## config.mk

```make
export PLATFORM = sky130hd
export DESIGN_NAME = unary_serializer
export DESIGN_NICKNAME = d
export VERILOG_FILES = /design/src/rtl/unary_serializer.sv
export SDC_FILE = /design/constraint.sdc
export NUM_CORES = 1
export LEC_CHECK = 0
export CORE_MARGIN = 8
export CORE_UTILIZATION = 35
export CTS_CLUSTER_SIZE = 30
export DETAILED_ROUTE_END_ITERATION = 10
export MAX_ROUTING_LAYER = met4
export PLACE_DENSITY = 0.66
export RECOVER_POWER = 25
export SYNTH_ARGS = -nofsm -noshare
export SYNTH_HDL_FRONTEND = slang
export SYNTH_SLANG_ARGS = --single-unit
export TNS_END_PERCENT = 5
```

## constraint.sdc

```tcl
create_clock -name clk -period 1.2 [get_ports clk]
set_input_delay 0.18 -clock clk [delete_from_list [all_inputs] [get_ports clk]]
set_output_delay 0.18 -clock clk [all_outputs]
set_load 0.005 [all_outputs]
```

## src/rtl/unary_serializer.sv

```systemverilog
// unary_serializer: expands a binary count into an N_BITS serial thermometer stream.
// UNARY_SERIALIZER_SATURATE_EN clamps out-of-range counts to N_BITS instead of dropping them with an err pulse.
module unary_serializer #(
    parameter int N_BITS = 8,
    parameter int CW     = $clog2(N_BITS + 1)
) (
    input  logic          clk,
    input  logic          rst_n,
    input  logic          in_valid,
    output logic          in_ready,
    input  logic [CW-1:0] in_count,
    output logic          out_valid,
    input  logic          out_ready,
    output logic          out_bit,
    output logic          out_last,
    output logic          err
);
    typedef enum logic {IDLE, SHIFT} state_t;
    state_t state, state_nx;
    logic [CW-1:0] idx, cnt, load;
    logic accept, over, take;
    assign accept    = in_valid && in_ready;
    assign over      = in_count > CW'(N_BITS);
    assign in_ready  = state == IDLE;
    assign out_valid = state == SHIFT;
    assign out_bit   = out_valid && idx < cnt;
    assign out_last  = out_valid && idx == CW'(N_BITS - 1);
`ifdef UNARY_SERIALIZER_SATURATE_EN
    assign take = accept;
    assign load = over ? CW'(N_BITS) : in_count;
    assign err  = 1'b0;
`else
    logic err_q;
    assign take = accept && !over;
    assign load = in_count;
    assign err  = err_q;
    // an out-of-range count is consumed without leaving IDLE; flag it for one cycle
    always_ff @(posedge clk)
        if (!rst_n) err_q <= 1'b0;
        else        err_q <= accept && over;
`endif
    always_comb begin
        state_nx = state;
        if (state == IDLE) state_nx = take ? SHIFT : IDLE;
        else               state_nx = (out_ready && out_last) ? IDLE : SHIFT;
    end
    always_ff @(posedge clk) begin
        if (!rst_n) begin
            state <= IDLE;
            idx   <= '0;
            cnt   <= '0;
        end else begin
            state <= state_nx;
            if (take) begin
                cnt <= load;
                idx <= '0;
            end else if (out_valid && out_ready && !out_last) begin
                idx <= idx + CW'(1);
            end
        end
    end
endmodule

```

Word level (Yosys, flattened, before mapping). Cells that the tools add are included.

Flip-flop bits (word level): 10. Bits of input ports: 8. Output and inout port bits: 5. Word-level logic and storage cells: 24.

Add/subtract/negate cells: 1. Order comparisons: 2. Eq/ne operators: 1. Multiplexer cells: 3. Bitwise logic cells: 2. Reductions and logical operators: 11.

Operator list (count): $logic_and 1x1->1 (8); $add 4x1->4 const B (1); $eq 4x3->1 const B (1); $gt 4x4->1 const B (1); $lt 4x4->1 (1); $mux 1 (3); $logic_not 1->1 (2); $not 1->1 (2); $reduce_or 2->1 (1).

Logic depth before layout (Yosys ltp).
Depth in word-level cells: 5. Mapped depth: 5. Gate-level depth less buffers: 5.

Least setup slack after synthesis. OpenSTA, ideal clock, no wires.

Path type: register -> output. Start point: register cnt[1]. End point: output port out_bit. Arrival: 1164 ps. Data required time: 1020 ps. Setup slack: -144 ps. Stages on the path, launching flop included: 6. Path buffers: 0. Cells stage by stage: dfxtp_1 -> inv_1 -> ha_1 -> a21o_1 -> a21o_1 -> a211oi_1.

Cells in the longest elaborated chain, start to end: 2.

RTL lines: from (decl) (line 20) `logic [CW-1:0] idx, cnt, load;`; from (signal assigned) (line 55) `cnt <= load;`; $lt 4x4->1 (line 26) `assign out_bit = out_valid && idx < cnt;`; $logic_and 1x1->1 (line 26); to (decl) (line 14) `output logic out_bit,`.

Every way passes these cells.

Worst setup path after layout. Same ends and word-level chain as after synthesis.

==> impl_results.md <==
* PD cells at 902 mW/mm²
* Most common cell on crit path: a21o_1
* Leakage at between 0.3 and 0.4 nW
* Critical path peak fanout at 2
* Remaining DRCs at 0
* CTS tree: built
* Clock-pin slew on the worst setup and hold paths at 0.06 ns
* Pre-Repair DR Iteration Count at 2
* Clock latency on the worst-skew pair at 0.26 ns
* Worst Hold Class: reg2reg
* Sequential share of the synthesized area at 39.9%
* Synthesized area at roughly 500 µm²
* Final Hold Fails at 0
* CP startpoint kind: register
* Worst Path Buf+Inv at 2
* Clk sink count at 10
* Clock Skew at 0.000484 ns
* Relative slew slack at approximately four fifths
* Detailed Place HPWL at 906 µm
* Top post-synthesis cells by count: dfxtp_1, nand2_1, ha_1, inv_1, nand2b_1
* Core Area at ~0.0013 mm²
* Gpl congestion at about 0.66
* Vias in the first global route at ~460
* VDD IR max at ~0.00054 V
* Root Buffer: clkbuf_4
* Crit path from: cnt[1]
* Chip height at around 54 µm
* Cells after synthesis at 59
* Required time of the critical path at roughly 1.0 ns
* Hold Buf Count CTS at 0
* Diodes inserted at 0
* 1st-iter DRT viols at 2
* Wire length per cell at roughly 12 µm
* Final setup viols at 5
* Routed WL at ~1200 µm
* RSZ-0062 raised after global routing: yes
* # rows at 13
* Area contributors post-synth: dfxtp_1, ha_1, nand2_1
* Global-route wire length before repair at ~2000 µm
* Initial Utilization at approximately two fifths
* Max stage delay on crit path at roughly 0.33 ns
* FMAX at ~0.6 GHz
* Post-synth top flop: dfxtp_1
* PortBufs at 12
* GRT Util Overall at 9.61%
* Async set-reset flop share out of synthesis at 0%
* Worst-Margin Slew at approximately 0.28 ns
* Slowest CP cell: dfxtp_2
* Post-route setup slack at -0.461 ns
* Area Growth Syn to Fin at 57.9%
* NumNets Final at ~100
* Status: finished, violations left
* Final period utilization at 138%
* Synth Area per Inst at between 8 and 9 µm²
* CP top delay family: compound AO/OA/AOI/OAI gates
* Netlist cell types at 26
* Worst EP arrival at around 1.5 ns
* Count leader, synth: dfxtp_1
* Failing checks: negative setup slack
* Cell Chain, Critical Path: inv_2 -> ha_1 -> a21o_1 -> a21o_1 -> a211oi_2 -> buf_2
* I/O pin total at 13
* Synth warnings at 0
* Die width at about 54 µm
* Max-slew violation total from the final report at 0
* Final Util at 60.1%
* H-tree Lvls at 1
* CTS Buffer Depth at 2
* Final antenna-violating net count at 0
* Antenna violations before repair at 0
* Routed vias at ~460
* Num CTS Buffers at 3
* Synthesized Nets at 71
* Max_cap viols at 0
* Via density at 4.64
* Largest net degree at the start of global routing at 9
* WS Path Type: reg2out
* Setup crit end kind: output port
* Share of cells above drive strength 1 at around 39%
* WHS at ~0.46 ns
* Synth Register Bits at 10
* Reg2reg start: idx[1]
* Hold Startpoint: cnt[2]
* Synth area leader: dfxtp_1
* Post-layout min period at 1.66 ns
* Total gr overflow at 0
* Top-area cell type share of the netlist area at around two fifths
* Die area at around 0.0029 mm²
* Power Total at 0.715 mW
* Post-synth EDFFs at 0
==> final cells by class <==
class                      instances  area, µm²
fill                             135        526
multi-input combinational         43        320
timing repair buffer              25        211
sequential                        10        204
clock buffer                       3       22.5
tap                               15       18.8
inverter                           4       15.0
==> logic make-up after synthesis <==
kind of cell,share of synthesized area [%]
and+or+nand+nor,27.9
adders and majority gates,9.98
AOI/OAI and AO/OA,13.7
buffers and inverters,4.74
muxes,2.00
xor gates and xnor gates,1.75
DFF,39.9
==> where the power goes <==
group          total, mW  leakage (nW)  internal (mW)  switching [mW]
clock network      0.220        0.0138          0.115           0.105
registers          0.356        0.0827          0.347         0.00932
logic              0.138         0.256         0.0822          0.0559
total              0.715         0.352          0.544           0.170
==> per-stage QoR <==
stage,std cells,worst slack [ns],cell area [µm²],TNS [ns]
global route,100,-0.538,792,-1.43
finish,100,-0.461,792,-1.07
CTS,100,-0.487,785,-1.36
floorplan,59,-0.0592,507,-0.0592
global placement,96,-0.589,727,-3.97
detailed placement,96,-0.597,727,-3.87
==> metal layers <==
| layer | routed length (µm) | part of all wire, % | GRT usage (%) |
|---|---|---|---|
| met1 | 591 | 51 | 12.4 |
| met2 | 499 | 43 | 12.4 |
| met3 | 33 | 2.8 | 2.75 |
| met4 | 36 | 3.1 | 6.72 |
| met5 | 0 | 0 | - |
==> registers in the layout, summed over array words and instances (netlist names) <==
register	cells
cnt	4
err	1
idx	4
out_valid	1
==> worst paths after layout <==
check            end  slack (ns)  cells past startpoint
min reg2reg   cnt[2]        0.46                      2
max reg2reg   idx[1]       -0.15                      7
min           cnt[2]        0.46                      2
max          out_bit       -0.46                      6
==> tightest hold or removal path, delay by kind of cell (launching register included) <==
family             cells  cell delay, ns
AOI/OAI and AO/OA      1            0.05
and+or+nand+nor        1            0.06
DFF                    1            0.31
==> placed cells by master (no fill, tap or decap), drive strengths merged, types with 2 or more instances in the layout <==
cell type      synthesis  routed
inv                    4       4
clkdlybuf4s50          0       7
nand3                  3       3
nor2                   2       2
nand2                  8       8
dfxtp                 10      10
nand2b                 4       4
ha                     4       4
o21ai                  3       3
clkbuf                 1       3
a21o                   2       2
and2                   2       2
a21oi                  3       3
buf                    1      16
==> timing repair <==
item | 4_1_cts | 5_1_grt
buffers inserted | 1 | 0
setup endpoints to repair | 11 | 13
pin swaps | 4 | 0
resized for setup | 23 | 6
cloned | 0 | 0
No activity file was read; power rests on OpenSTA's default activity.
